$ cat src/rtl/aes_pkg.sv
// Shared AES controller definitions: opcodes, decrypt FSM states, round constants.
// Common to the encryption and decryption sequencing controllers.
package aes_pkg;

    typedef logic [31:0] aes_32;

    typedef enum logic [2:0] {
        NOOP       = 3'd0,
        AESENC     = 3'd1,
        AESENCLAST = 3'd2,
        AESKEYGEN  = 3'd3,
        AESDEC     = 3'd4,
        AESDECLAST = 3'd5,
        AESIMC     = 3'd6,
        AESDECFULL = 3'd7
    } opcode;

    typedef enum logic [1:0] {
        IDLE   = 2'd0,
        SBOX   = 2'd1,
        ROUND  = 2'd2,
        FINISH = 2'd3
    } aes_dec_state_t;

    localparam int         AES_NR        = 10;
    localparam logic [7:0] AES_RCON_LAST = 8'h36;

    // Inverse of the forward xtime step: 0x80 -> 0x1b wraps, so 0x1b steps back to 0x80.
    function automatic logic [7:0] rcon_prev(input logic [7:0] rc);
        return (rc == 8'h1b) ? 8'h80 : {1'b0, rc[7:1]};
    endfunction

endpackage

$ cat src/rtl/aes_dec_ctrl_if.sv
// Request/ready handshake between an issuer and the AES decryption controller.
// abort_i exists only when AES_DEC_ABORT_EN is defined.
interface aes_dec_ctrl_if;
    import aes_pkg::*;

    logic  start_i;
    opcode opcode_i;
    logic  busy_o;
    logic  plain_ready_o;
    logic  key_ready_o;
`ifdef AES_DEC_ABORT_EN
    logic  abort_i;

    modport master (output start_i, opcode_i, abort_i,
                    input  busy_o, plain_ready_o, key_ready_o);
    modport slave  (input  start_i, opcode_i, abort_i,
                    output busy_o, plain_ready_o, key_ready_o);
`else
    modport master (output start_i, opcode_i,
                    input  busy_o, plain_ready_o, key_ready_o);
    modport slave  (input  start_i, opcode_i,
                    output busy_o, plain_ready_o, key_ready_o);
`endif

endinterface

$ cat src/rtl/aes_dec_rcon.sv
// Backward round-constant register: load restarts at the last forward rcon,
// step walks one round back.
module aes_dec_rcon
    import aes_pkg::*;
#(
    parameter logic [7:0] RCON_LAST = AES_RCON_LAST
) (
    input  logic       clk,
    input  logic       nrst,
    input  logic       load_i,
    input  logic       step_i,
    output logic [7:0] rcon_o
);

    logic [7:0] rcon_q;
    logic [7:0] rcon_d;

    always_comb begin
        rcon_d = rcon_q;
        if (load_i) begin
            rcon_d = RCON_LAST;
        end else if (step_i) begin
            rcon_d = rcon_prev(rcon_q);
        end
    end

    always_ff @(posedge clk) begin
        if (!nrst) begin
            rcon_q <= RCON_LAST;
        end else begin
            rcon_q <= rcon_d;
        end
    end

    assign rcon_o = rcon_q;

endmodule

$ cat src/rtl/aes_dec_ctrl.sv
// AES decryption sequencing controller (AESDEC/AESDECLAST/AESIMC/AESDECFULL).
// Optional abort input enabled by AES_DEC_ABORT_EN.
module aes_dec_ctrl
    import aes_pkg::*;
#(
    parameter int         NR        = AES_NR,
    parameter logic [7:0] RCON_LAST = AES_RCON_LAST
) (
    input  logic              clk,
    input  logic              nrst,
    aes_dec_ctrl_if.slave     bus,
    output logic              inv_mix_o,
    output logic              zero_rnd_o,
    output logic              final_rnd_o,
    output logic              key_sel_o,
    output logic              key_sub_o,
    output logic              gen_key_o,
    output logic              prev_rnd_o,
    output logic [3:0]        rnd_num_o,
    output aes_32             r_con_o
);

    aes_dec_state_t state_q, state_d;
    opcode          op_q, op_d;
    logic [3:0]     rnd_q, rnd_d;
    logic           busy_q, busy_d;
    logic           inv_mix_q, inv_mix_d;
    logic           zero_rnd_q, zero_rnd_d;
    logic           final_q, final_d;
    logic           key_sel_q, key_sel_d;
    logic           key_sub_q, key_sub_d;
    logic           gen_key_q, gen_key_d;
    logic           prev_rnd_q, prev_rnd_d;
    logic           plain_ready_q, plain_ready_d;
    logic           key_ready_q, key_ready_d;
    logic           rcon_load;
    logic           rcon_step;
    logic           first_rnd;
    logic           abort;
    logic [7:0]     rcon;

`ifdef AES_DEC_ABORT_EN
    assign abort = bus.abort_i;
`else
    assign abort = 1'b0;
`endif

    always_comb begin
        state_d   = state_q;
        op_d      = op_q;
        rnd_d     = rnd_q;
        rcon_load = 1'b0;
        rcon_step = 1'b0;
        first_rnd = 1'b0;

        case (state_q)
            IDLE: begin
                if (bus.start_i) begin
                    case (bus.opcode_i)
                        AESDEC, AESDECLAST: begin
                            state_d = SBOX;
                            op_d    = bus.opcode_i;
                            rnd_d   = 4'd0;
                        end
                        AESIMC: begin
                            state_d = ROUND;
                            op_d    = bus.opcode_i;
                            rnd_d   = 4'd0;
                        end
                        AESDECFULL: begin
                            state_d   = SBOX;
                            op_d      = bus.opcode_i;
                            rnd_d     = 4'(NR);
                            rcon_load = 1'b1;
                            first_rnd = 1'b1;
                        end
                        default: ;
                    endcase
                end
            end
            SBOX: state_d = ROUND;
            ROUND: begin
                if (op_q == AESDECFULL) begin
                    rnd_d     = rnd_q - 4'd1;
                    rcon_step = 1'b1;
                    state_d   = (rnd_q == 4'd1) ? FINISH : SBOX;
                end else begin
                    state_d = FINISH;
                end
            end
            FINISH: state_d = IDLE;
            default: state_d = IDLE;
        endcase

        // Any return to IDLE (normal or aborted) restores the reset-time context.
        if (state_q != IDLE && (state_d == IDLE || abort)) begin
            state_d   = IDLE;
            op_d      = NOOP;
            rnd_d     = 4'd0;
            rcon_load = 1'b1;
            rcon_step = 1'b0;
        end
    end

    // Outputs are decoded from the next state so they land in the same cycle as it.
    always_comb begin
        busy_d        = (state_d != IDLE);
        inv_mix_d     = 1'b0;
        zero_rnd_d    = first_rnd;
        final_d       = 1'b0;
        key_sel_d     = 1'b0;
        key_sub_d     = (state_d == SBOX) && (op_d == AESDECFULL);
        gen_key_d     = first_rnd;
        prev_rnd_d    = 1'b0;
        plain_ready_d = 1'b0;
        key_ready_d   = 1'b0;

        if (state_d == ROUND) begin
            case (op_d)
                AESDEC:     inv_mix_d = 1'b1;
                AESDECLAST: final_d   = 1'b1;
                AESIMC:     inv_mix_d = 1'b1;
                AESDECFULL: begin
                    prev_rnd_d = 1'b1;
                    key_sel_d  = 1'b1;
                    final_d    = (rnd_d == 4'd1);
                    inv_mix_d  = (rnd_d != 4'd1);
                end
                default: ;
            endcase
        end

        if (state_d == FINISH) begin
            key_ready_d   = (op_d == AESIMC);
            plain_ready_d = (op_d != AESIMC);
        end
    end

    always_ff @(posedge clk) begin
        if (!nrst) begin
            state_q       <= IDLE;
            op_q          <= NOOP;
            rnd_q         <= 4'd0;
            busy_q        <= 1'b0;
            inv_mix_q     <= 1'b0;
            zero_rnd_q    <= 1'b0;
            final_q       <= 1'b0;
            key_sel_q     <= 1'b0;
            key_sub_q     <= 1'b0;
            gen_key_q     <= 1'b0;
            prev_rnd_q    <= 1'b0;
            plain_ready_q <= 1'b0;
            key_ready_q   <= 1'b0;
        end else begin
            state_q       <= state_d;
            op_q          <= op_d;
            rnd_q         <= rnd_d;
            busy_q        <= busy_d;
            inv_mix_q     <= inv_mix_d;
            zero_rnd_q    <= zero_rnd_d;
            final_q       <= final_d;
            key_sel_q     <= key_sel_d;
            key_sub_q     <= key_sub_d;
            gen_key_q     <= gen_key_d;
            prev_rnd_q    <= prev_rnd_d;
            plain_ready_q <= plain_ready_d;
            key_ready_q   <= key_ready_d;
        end
    end

    aes_dec_rcon #(
        .RCON_LAST (RCON_LAST)
    ) u_rcon (
        .clk    (clk),
        .nrst   (nrst),
        .load_i (rcon_load),
        .step_i (rcon_step),
        .rcon_o (rcon)
    );

    assign bus.busy_o        = busy_q;
    assign bus.plain_ready_o = plain_ready_q;
    assign bus.key_ready_o   = key_ready_q;
    assign inv_mix_o         = inv_mix_q;
    assign zero_rnd_o        = zero_rnd_q;
    assign final_rnd_o       = final_q;
    assign key_sel_o         = key_sel_q;
    assign key_sub_o         = key_sub_q;
    assign gen_key_o         = gen_key_q;
    assign prev_rnd_o        = prev_rnd_q;
    assign rnd_num_o         = rnd_q;
    assign r_con_o           = {24'h0, rcon};

endmodule

$ cat src/flat_wrapper.sv
// flat-port wrapper written by rule: the top's interface ports become plain ports
module aes_dec_ctrl_flat import aes_pkg::*;
#(
    parameter int         NR        = AES_NR,
    parameter logic [7:0] RCON_LAST = AES_RCON_LAST
)
  (clk, nrst, inv_mix_o, zero_rnd_o, final_rnd_o, key_sel_o, key_sub_o, gen_key_o, prev_rnd_o, rnd_num_o, r_con_o, bus_start_i, bus_opcode_i, bus_busy_o, bus_plain_ready_o, bus_key_ready_o);
  aes_dec_ctrl_if bus_i ();
  input  logic clk;
  input  logic nrst;
  output logic inv_mix_o;
  output logic zero_rnd_o;
  output logic final_rnd_o;
  output logic key_sel_o;
  output logic key_sub_o;
  output logic gen_key_o;
  output logic prev_rnd_o;
  output logic [3:0] rnd_num_o;
  output aes_32 r_con_o;
  input wire logic [$bits(bus_i.start_i)-1:0] bus_start_i;
  input wire logic [$bits(bus_i.opcode_i)-1:0] bus_opcode_i;
  output wire logic [$bits(bus_i.busy_o)-1:0] bus_busy_o;
  output wire logic [$bits(bus_i.plain_ready_o)-1:0] bus_plain_ready_o;
  output wire logic [$bits(bus_i.key_ready_o)-1:0] bus_key_ready_o;
  assign bus_i.start_i = bus_start_i;
  assign bus_i.opcode_i = bus_opcode_i;
  assign bus_busy_o = bus_i.busy_o;
  assign bus_plain_ready_o = bus_i.plain_ready_o;
  assign bus_key_ready_o = bus_i.key_ready_o;
  aes_dec_ctrl #(.NR(NR), .RCON_LAST(RCON_LAST)) u_core (.clk(clk), .nrst(nrst), .bus(bus_i), .inv_mix_o(inv_mix_o), .zero_rnd_o(zero_rnd_o), .final_rnd_o(final_rnd_o), .key_sel_o(key_sel_o), .key_sub_o(key_sub_o), .gen_key_o(gen_key_o), .prev_rnd_o(prev_rnd_o), .rnd_num_o(rnd_num_o), .r_con_o(r_con_o));
endmodule
$ cat config.mk
export PLATFORM = sky130hd
export DESIGN_NAME = aes_dec_ctrl_flat
export DESIGN_NICKNAME = d
export VERILOG_FILES = /design/src/rtl/aes_pkg.sv /design/src/rtl/aes_dec_ctrl_if.sv /design/src/rtl/aes_dec_rcon.sv /design/src/rtl/aes_dec_ctrl.sv /design/src/flat_wrapper.sv
export SDC_FILE = /design/constraint.sdc
export NUM_CORES = 1
export LEC_CHECK = 0
export ABC_AREA = 1
export BUFFER_PORTS_ARGS = -buffer_cell sky130_fd_sc_hd__clkbuf_2
export CAP_MARGIN = 30
export CORE_AREA = 4 4 73 75
export DETAILED_ROUTE_END_ITERATION = 10
export DIE_AREA = 0 0 77 79
export GPL_ROUTABILITY_DRIVEN = 0
export HOLD_SLACK_MARGIN = 0.03
export PLACE_DENSITY_LB_ADDON = 0.2
export SLEW_MARGIN = 10
export SYNTH_ARGS = -nofsm -noshare
export SYNTH_HDL_FRONTEND = slang
export SYNTH_SLANG_ARGS = --single-unit
export TNS_END_PERCENT = 1
$ cat constraint.sdc
create_clock -name clk -period 2 [get_ports clk]
set_clock_uncertainty 0.15 [all_clocks]
set_input_delay 0.1 -clock clk [delete_from_list [all_inputs] [get_ports clk]]
set_output_delay 0.1 -clock clk [all_outputs]
set_load 0.02 [all_outputs]
==> results of run 1 <==
-- flip-flops by register name, indices dropped and copies added, names as in the netlist --
register                  count
u_core.u_rcon.rcon_o          8
u_core.key_sub_o              1
u_core.bus.busy_o             1
u_core.state_q                2
u_core.bus.plain_ready_o      1
u_core.rnd_num_o              4
u_core.op_q                   3
u_core.zero_rnd_o             1
u_core.bus.key_ready_o        1
u_core.final_rnd_o            1
u_core.inv_mix_o              1
u_core.key_sel_o              1
-- cell type report --
| class | instances | area (um^2) |
|---|---|---|
| Fill cell | 534 | 3144 |
| Multi-Input combinational cell | 132 | 659.4 |
| Sequential cell | 25 | 500.5 |
| Timing Repair Buffer | 29 | 155.1 |
| Inverter | 23 | 88.84 |
| Tap cell | 54 | 67.56 |
| Clock buffer | 4 | 45.04 |
-- where the power goes --
| group | leakage (nW) | switching (W) | internal (W) |
|---|---|---|---|
| Combinational | 0.537 | 0.000129 | 0.0000423 |
| Sequential | 0.203 | 0.0000148 | 0.000512 |
| Clock | 0.0228 | 0.000159 | 0.000142 |
| Total | 0.762 | 0.000303 | 0.000697 |
-- metrics by stage --
step	setup slack, ns	cells	total power (W)	instance area, um^2	utilization
3_5_place_dp	0.3195	261	0.0007067	1451	0.3114
6_report	0.3227	267	0.0009998	1516	0.3254
3_3_place_gp	0.3257	261	0.0007081	1451	0.3114
4_1_cts	0.3203	267	0.001008	1516	0.3254
2_1_floorplan	0.4120	208	0.0007062	1453	-
5_1_grt	0.1215	267	0.001052	1516	0.3254
-- cell usage after synthesis, types with 3 or more instances --
| cell | number | area share |
|---|---|---|
| nor2_1 | 20 | 0.055 |
| dfxtp_1 | 25 | 0.37 |
| nor2_4 | 3 | 0.025 |
| nand2_1 | 37 | 0.10 |
| o211ai_1 | 5 | 0.027 |
| buf_4 | 26 | 0.14 |
| o21ai_0 | 5 | 0.018 |
| a21oi_1 | 6 | 0.022 |
| inv_1 | 20 | 0.055 |
| nand3_1 | 8 | 0.029 |
| nand2_2 | 4 | 0.018 |
| nand4_1 | 4 | 0.018 |
-- timing repair --
action | CTS | global route
endpoints found under the hold margin | 3 | 0
setup endpoints to repair | 0 | 0
setup buffers | 0 | 0
hold buffers | 2 | 0
-- cell families (layout without fill, tap and decap cells) --
| group | after synthesis | count (layout) | synth area share |
|---|---|---|---|
| buf+inv | 51 | 56 | 0.2143 |
| flops | 25 | 25 | 0.3663 |
| other cells | 1 | 24 | 0.002745 |
| simple gates | 84 | 84 | 0.2930 |
| fa+ha+maj | 2 | 2 | 0.01831 |
| compound gates | 22 | 22 | 0.1053 |
-- how the worst min path moves through the flow --
stage	from	end	slack (ns)
after CTS	bus_opcode_i[0]	u_core.bus.key_ready_o$_SDFF_PN0_	0.04
after floorplan	nrst	u_core.op_q[0]$_SDFF_PN0_	0.08
after global routing	bus_opcode_i[0]	u_core.zero_rnd_o$_SDFF_PN0_	0.05
final	bus_opcode_i[0]	u_core.bus.key_ready_o$_SDFF_PN0_	0.04
after global placement	nrst	u_core.op_q[0]$_SDFF_PN0_	0.25
after detailed placement	nrst	u_core.op_q[0]$_SDFF_PN0_	0.24
-- critical path: cells and delay by family, from the launching register on --
kind	cells	cell delay, ns
buf+inv	1	0.10
flops	1	0.45
compound gates	1	0.07
simple gates	6	0.81
-- per-layer routing --
metal	GRT usage	part of all wire	up-vias
met5	0	0	-
met4	0.03203	0.011	0
met3	0.02268	0.070	2
met2	0.1516	0.44	39
met1	0.1343	0.48	508
li1	-	-	591
==> metrics.yaml, run 1 <==
worst_setup_path:
  reg2regPathDepth: 8
  cp_max_fo: 15
  cp.required_ns: 2.01
  cp_slowest_stage_delay_ns: 0.45
  rrSetupSlack_ns: 0.32
  cp-startpoint: "u_core.state_q[1]$_SDFF_PN0_"
  timing.rr.end: "u_core.final_rnd_o$_SDFF_PN0_"
  crit_chain: "inv_2 -> nor2_4 -> nand2_4 -> or2_1 -> nand3_1 -> nor2_1 -> nand2_1 -> a21oi_1"
  slowest_stage: "dfxtp_1"
  worstSetupPathType: "reg -> reg"
  startpoint_type: "flip-flop"
  crit_end: "u_core.final_rnd_o$_SDFF_PN0_"
  crit_path_end_kind: "flip-flop"
  arrival_ns: 1.69
  rr_startpoint: "u_core.state_q[1]$_SDFF_PN0_"
cts:
  cts_made_buffers: 3
  worstSkewPairLatency_ns: 0.27
  cts_tree: "yes"
  htree_levels: 1
  path_clk_slew_ns: 0.09
  cts_resized: 0
  clockBufferDepth: 2
  clock-root-buffer: "clkbuf_8"
  cts.sinks: 25
final_layout:
  nNetsFinal: 222
  area_delta_synth_final_pct: 10.99
  antennaDiodeCount: 0
  final_common_cell: "nand2_1"
  drive_gt1_frac: 0.2207
  mostFrequentLayoutCells: "nand2_1, clkbuf_2, dfxtp_1"
die:
  io_pins: 52
  die_height_um: 79
  rows: 25
  initial_core_util: 0.2932
  core_um2: 4661
  die_area_um2: 6083
  die-width_um: 77
detailed_routing:
  via_per_inst: 4.270
  wirelength_um: 2862
  wire_per_inst_um: 10.72
  drc: 0
  antenna_left: 0
  vias: 1140
  drtIter0Drc: 47
  drtPass1Iterations: 4
placement:
  dp_hpwl_um: 2285
  port_buffers: 27
status:
  status: "completed"
flow_run:
  maxCapViolCount: 0
global_routing:
  track_usage: 0.09785
  grt_overflow: 0
  grt_pass1_vias: 1049
  antenna_found_initial: 0
  grt_max_degree: 16
  grt_pass1_wl_um: 4864
timing:
  timing.final.crit_share: 0.8387
  final-setup-viol-count: 0
  rsz0062_at_grt: "false"
  finalMaxSlewViolations: 0
  fin_tns_setup_ns: 0
  whs_ns: 0.03898
  clock.fmax_mhz: 596.2
  hold_violations: 0
  fin_crit_ns: 1.677
synthesis:
  netlist_area_um2: 1366
  synth.distinct_cells: 29
  syn_inst: 185
  yosys_register_bits: 25
  synth_enable_flop_cells: 0
  ys_warn_count: 0
  ys.flop_type: "dfxtp_1"
  ys_seq_area_frac: 0.3663
  syn_area_per_cell_um2: 7.385
  synthArstFlopShare: 0
hold_path:
  hp-class: "in -> reg"
  hold_depth: 4
power_and_ir_drop:
  leakagePower_nw: 0.7620
  p_per_area_nw_per_um2: 659.3
  ir_drop_mv: 0.2267
Note: power is estimated with default switching activity, not from simulation.
==> run 2, diff against run 1 <==
ABC_AREA = 0   (was 1)
CORE_AREA = 4 4 74 76   (was 4 4 73 75)
DIE_AREA = 0 0 78 80   (was 0 0 77 79)
clock period = 1.5 ns   (was 2 ns; I/O delays follow)
==> metrics.yaml, run 2 <==
worst_setup_path:
  worstSetupPathType: "reg -> reg"  # unchanged
  cp.required_ns: 1.51  # was 2.01 ns
  crit_path_end_kind: "flip-flop"  # unchanged
  arrival_ns: 1.81  # was 1.69 ns
  startpoint_type: "flip-flop"  # unchanged
  cp_max_fo: 4  # was 15
  crit_chain: "or3_1 -> or4_1 -> and3_4 -> a41oi_2 -> nor3_1"  # was inv_2 -> nor2_4 -> nand2_4 -> or2_1 -> nand3_1 -> nor2_1 -> nand2_1 -> a21oi_1
  cp_slowest_stage_delay_ns: 0.40  # was 0.45 ns
  slowest_stage: "or4_1"  # was dfxtp_1
timing:
  hold_violations: 0  # unchanged
  fin_ws_ns: -0.2953  # was 0.3227 ns
  final-setup-viol-count: 10  # was 0
  fin_crit_ns: 1.795  # was 1.677 ns
  timing.final.crit_share: 1.197  # was 0.8387
  finalMaxSlewViolations: 0  # unchanged
  rsz0062_at_grt: "true"  # was false
  clock.fmax_mhz: 557.0  # was 596.2 MHz
  fin_tns_setup_ns: -1.813  # was 0 ns
status:
  violations: "negative setup slack"
  status: "finished, violations left"  # was completed
final_layout:
  nNetsFinal: 246  # was 222
  antennaDiodeCount: 0  # unchanged
  area_delta_synth_final_pct: 39.61  # was 10.99%
  final_area_um2: 1958  # was 1516 um^2
  final_common_cell: "buf_4"  # was nand2_1
  mostFrequentLayoutCells: "buf_4, clkbuf_2, conb_1"  # was nand2_1, clkbuf_2, dfxtp_1
  final_cells: 304  # was 267
  largest_register_ffs: 8  # unchanged
  drive_gt1_frac: 0.4304  # was 0.2207
power_and_ir_drop:
  ir_drop_mv: 0.3693  # was 0.2267 mV
  p_int_w: 0.0009929  # was 0.0006966 W
  p_sw_w: 0.0004160  # was 0.0003031 W
  p_sw_frac: 0.2953  # was 0.3032
  p_per_area_nw_per_um2: 719.6  # was 659.3 nW/um^2
  seqPwrFrac: 0.496  # was 0.527
  leakagePower_nw: 0.9175  # was 0.7620 nW
  clkPwrFrac: 0.290  # was 0.301
  pwr-share-comb: 0.214  # was 0.172
synthesis:
  synth_enable_flop_cells: 0  # unchanged
  synth.distinct_cells: 44  # was 29
  ys_seq_area_frac: 0.3568  # was 0.3663
  syn_area_per_cell_um2: 8.449  # was 7.385 um^2
  yosys.area.top_type_share: 0.3568  # was 0.3663
  synthArstFlopShare: 0  # unchanged
  syn_inst: 166  # was 185
  yosys_register_bits: 25  # unchanged
  ys_warn_count: 0  # unchanged
  synthTopCellsByCount: "buf_4, dfxtp_1, nor2_1"  # was nand2_1, buf_4, dfxtp_1
  synth.most_common_cell: "buf_4"  # was nand2_1
  synth_area_leaders: "dfxtp_1, buf_4, nor2_1, nand2_1, nand3_1"  # was dfxtp_1, buf_4, nand2_1, inv_1, nor2_1
  yosys.area.top_type: "dfxtp_1"  # unchanged
  ys.flop_type: "dfxtp_1"  # unchanged
  netlist_area_um2: 1403  # was 1366 um^2
placement:
  port_buffers: 27  # unchanged
  dp_hpwl_um: 2843  # was 2285 um
  place_area_um2: 1847  # was 1451 um^2
  dp.cells: 299  # was 261
  preCtsSetupSlack_ns: -0.3011  # was 0.3195 ns
detailed_routing:
  wirelength_um: 3541  # was 2862 um
  drtIter0Drc: 91  # was 47
  antenna_left: 0  # unchanged
  drc: 0  # unchanged
  vias: 1312  # was 1,140
  via_per_inst: 4.316  # was 4.270
  drtPass1Iterations: 4  # unchanged
  wire_per_inst_um: 11.65  # was 10.72 um
cts:
  path_clk_slew_ns: 0.09  # about the same
  clockBufferDepth: 2  # unchanged
  worstSkewPairLatency_ns: 0.27  # about the same
  postCtsSetupBuffers: 0  # unchanged
  clock-root-buffer: "clkbuf_8"  # unchanged
  cts.sinks: 25  # unchanged
  cts_tree: "yes"  # unchanged
  cts_made_buffers: 3  # unchanged
  htree_levels: 1  # unchanged
flow_run:
  maxCapViolCount: 0  # unchanged
die:
  die-width_um: 78  # was 77 um
  die_height_um: 80  # was 79 um
  core_um2: 4723  # was 4661 um^2
  rows: 25  # unchanged
  die_area_um2: 6240  # was 6083 um^2
  initial_core_util: 0.2970  # was 0.2932
  io_pins: 52  # unchanged
global_routing:
  grt_pass1_vias: 1208  # was 1,049
  grt_pass1_wl_um: 5506  # was 4864 um
  grt_max_degree: 16  # unchanged
  track_usage: 0.1111  # was 0.09785
  antenna_found_initial: 0  # unchanged
  grt_overflow: 0  # unchanged
hold_path:
  hp-class: "in -> reg"  # unchanged
## run 2: power groups by stage
stage	Sequential, W	Combinational [W]	Clock (W)
after floorplan	0.000720	0.000207	0
after global placement	0.000711	0.000293	0
after detailed placement	0.000712	0.000289	0
after CTS	0.000699	0.000297	0.000434
after global routing	0.000702	0.000324	0.000465
final	0.000699	0.000301	0.000409
## run 2: timing repair
action | 4_1_cts | 5_1_grt
pin swaps | 2 | 0
hold buffers | 1 | 0
resized for setup | 13 | 1
endpoints found under the hold margin | 1 | 0
endpoints found under the setup margin | 19 | 19
## run 2: per-layer routing
metal,share of wire,wire length (um),GRT usage
met1,0.44,1574,0.1383
met2,0.47,1665,0.1858
met3,0.055,193,0.01580
met4,0.030,108,0.05769
met5,0,0,0
## run 2: final cells by class
class	instances	area, um^2
Sequential cell	25	511.7
Timing Repair Buffer	75	498.0
Multi-Input combinational cell	128	797.0
Tap cell	67	83.83
Fill cell	490	2765
Inverter	5	18.77
Clock inverter	1	7.507
Clock buffer	3	41.29
## run 2: logic make-up (layout without fill, tap and decap cells)
logic type / Yosys count / in the layout / share of synthesized area
DFF: 25 / 25 / 0.3568
buffers and inverters: 36 / 84 / 0.1704
adders and majority gates: 2 / 2 / 0.01784
xor gates and xnor gates: 1 / 1 / 0.006246
and+or+nand+nor: 73 / 73 / 0.2739
AOI/OAI and AO/OA: 28 / 28 / 0.1722
other: 1 / 24 / 0.002674
## run 2: per-stage QoR
stage / power (W) / utilization / hold slack (ns)
after global routing: 0.001492 / 0.4146 / 0.05837
final: 0.001409 / 0.4146 / 0.04538
after global placement: 0.001004 / 0.3910 / 0.2634
after floorplan: 0.0009277 / - / 0.05456
after detailed placement: 0.001001 / 0.3910 / 0.2706
after CTS: 0.001430 / 0.4140 / 0.03332
## run 2: final timing paths
check / end / cells after the start / from / slack (ns)
max: u_core.final_rnd_o$_SDFF_PN0_ / 5 / u_core.rnd_num_o[0]$_SDFF_PN0_ / -0.30
min: u_core.state_q[0]$_SDFF_PN0_ / 4 / nrst / 0.05
max reg2reg: u_core.final_rnd_o$_SDFF_PN0_ / 5 / u_core.rnd_num_o[0]$_SDFF_PN0_ / -0.30
min reg2reg: u_core.u_rcon.rcon_o[6]$_SDFFE_PP0P_ / 2 / u_core.u_rcon.rcon_o[6]$_SDFFE_PP0P_ / 0.35
## run 2: worst max-delay path: cells and delay by family (launching register included)
family / cells / cell delay (ns)
DFF: 1 / 0.36
AOI/OAI and AO/OA: 1 / 0.16
and+or+nand+nor: 4 / 1.01
==> run 3, diff against run 2 <==
==> constraint.sdc (replaced) <==
create_clock -name clk -period 1.5 [get_ports clk]
set_clock_uncertainty 0.15 [all_clocks]
set_input_delay 0.15 -clock clk [delete_from_list [all_inputs] [get_ports clk]]
set_output_delay 0.15 -clock clk [all_outputs]
set_load 0.02 [all_outputs]
==> metrics.yaml, run 3 (synthesis gave the netlist of run 2 again) <==
die:
  initial_core_util: 0.2970  # unchanged
  rows: 25  # unchanged
  io_pins: 52  # unchanged
  die_area_um2: 6240  # unchanged
  core_um2: 4723  # unchanged
  die-width_um: 78  # unchanged
  die_height_um: 80  # unchanged
placement:
  dp.cells: 300  # was 299
  dp_hpwl_um: 2933  # was 2843 um
  port_buffers: 27  # unchanged
timing:
  fin_tns_setup_ns: -1.997  # was -1.813 ns
  whs_ns: 0.1129  # was 0.04538 ns
  clock.fmax_mhz: 547.1  # was 557.0 MHz
  fin_crit_ns: 1.828  # was 1.795 ns
  final-setup-viol-count: 12  # was 10
  hold_violations: 0  # unchanged
  timing.final.crit_share: 1.219  # was 1.197
  finalMaxSlewViolations: 0  # unchanged
  rsz0062_at_grt: "true"  # unchanged
  fin_ws_ns: -0.3279  # was -0.2953 ns
detailed_routing:
  drc: 0  # unchanged
  wirelength_um: 3622  # was 3541 um
  wire_per_inst_um: 11.84  # was 11.65 um
  drtPass1Iterations: 4  # unchanged
  via_per_inst: 4.415  # was 4.316
  antenna_left: 0  # unchanged
  drtIter0Drc: 70  # was 91
  vias: 1351  # was 1,312
worst_setup_path:
  timing.critical_path.buf_inv: 0  # unchanged
  crit_chain: "or3_1 -> or4_4 -> and3_4 -> a41oi_2 -> nor3_1"  # was or3_1 -> or4_1 -> and3_4 -> a41oi_2 -> nor3_1
  arrival_ns: 1.84  # was 1.81 ns
  crit_path_end_kind: "flip-flop"  # unchanged
  worstSetupPathType: "reg -> reg"  # unchanged
  cp_top_family: "simple AND/OR/NAND/NOR gates"  # unchanged
  cp.required_ns: 1.52  # was 1.51 ns
  startpoint_type: "flip-flop"  # unchanged
  cp_max_fo: 4  # unchanged
  slowest_stage: "or4_4"  # was or4_1
  cp_slowest_stage_delay_ns: 0.41  # was 0.40 ns
cts:
  cts_made_buffers: 3  # unchanged
  cts.sinks: 25  # unchanged
  path_clk_slew_ns: 0.09  # about the same
  clock-root-buffer: "clkbuf_8"  # unchanged
  clockBufferDepth: 2  # unchanged
  cts_tree: "yes"  # unchanged
  holdBufCountCts: 0  # was 1
  worstSkewPairLatency_ns: 0.27  # about the same
  htree_levels: 1  # unchanged
final_layout:
  drive_gt1_frac: 0.4686  # was 0.4304
  mostFrequentLayoutCells: "buf_4, clkbuf_2, conb_1"  # unchanged
  largest_register_ffs: 8  # unchanged
  antennaDiodeCount: 0  # unchanged
  final_common_cell: "buf_4"  # unchanged
  nNetsFinal: 248  # was 246
  nFillCells: 482  # was 490
  area_delta_synth_final_pct: 43.44  # was 39.61%
  post-route-util: 0.4260  # was 0.4146
  final_cells: 306  # was 304
global_routing:
  grt_overflow: 0  # unchanged
  track_usage: 0.1187  # was 0.1111
  grt_pass1_vias: 1249  # was 1,208
  antenna_found_initial: 0  # unchanged
  grt_pass1_wl_um: 5865  # was 5506 um
  grt_max_degree: 16  # unchanged
status:
  status: "finished, violations left"  # unchanged
  violations: "negative setup slack"  # unchanged
power_and_ir_drop:
  p_per_area_nw_per_um2: 706.2  # was 719.6 nW/um^2
  power_w: 0.001421  # was 0.001409 W
  leakagePower_nw: 0.9310  # was 0.9175 nW
  ir_drop_mv: 0.2800  # was 0.3693 mV
flow_run:
  maxCapViolCount: 0  # unchanged
hold_path:
  hp-class: "in -> reg"  # unchanged
## run 3: cell count changes in the layout (fill, tap and decap cells not counted), sizes merged
cell         change
buf              +3
dlygate4sd3      -1
## run 3: metrics by stage
step | worst slack (ns) | area, um^2
finish | -0.3279 | 2012
global route | -0.4153 | 2012
CTS | -0.3039 | 1924
detailed placement | -0.3077 | 1854
global placement | -0.2747 | 1854
floorplan | -0.2723 | 1495
## run 3: repair_timing
| item | CTS | global route |
|---|---|---|
| endpoints found under the hold margin | 0 | 0 |
| setup endpoints to repair | 19 | 20 |
| gates resized for setup | 9 | 15 |
| cloned | 0 | 0 |
| pin swaps | 1 | 3 |
| buffers inserted | 0 | 2 |
## run 3: path summary, 6_finish.rpt
kind / startpoint / to / slack (ns) / cells past startpoint
worst max-delay path: u_core.rnd_num_o[0]$_SDFF_PN0_ / u_core.final_rnd_o$_SDFF_PN0_ / -0.33 / 5
worst min-delay path: nrst / u_core.state_q[0]$_SDFF_PN0_ / 0.11 / 4
worst max register to register: u_core.rnd_num_o[0]$_SDFF_PN0_ / u_core.final_rnd_o$_SDFF_PN0_ / -0.33 / 5
worst min register to register: u_core.u_rcon.rcon_o[6]$_SDFFE_PP0P_ / u_core.u_rcon.rcon_o[6]$_SDFFE_PP0P_ / 0.34 / 2
## run 3: cell type report
cell class,instances,area [um^2],area share
multi-input combinational,128,833.3,0.4142
sequential,25,514.2,0.2556
timing repair buffer,77,510.5,0.2537
tap,67,83.83,0.04167
clock buffer,3,41.29,0.02052
inverter,5,21.27,0.01057
clock inverter,1,7.507,0.003731
## run 3: power breakdown
group	internal, W	switching (W)	total (W)	leakage (nW)
Sequential	0.000681	0.0000160	0.000697	0.206
Clock	0.000188	0.000226	0.000415	0.0217
Combinational	0.000126	0.000183	0.000309	0.703
## run 3: worst register-to-register path: stages, from the launching register on
cell	delay, ns
dfxtp_4	0.37
or3_1	0.37
or4_4	0.41
and3_4	0.19
a41oi_2	0.16
nor3_1	0.07
## run 3: layer usage
metal,vias to the layer above,routed length [um],GRT usage
met4,0,46,0.04196
met1,617,1612,0.1552
met5,-,0,0
met3,4,209,0.01693
met2,49,1753,0.1986
li1,681,-,-
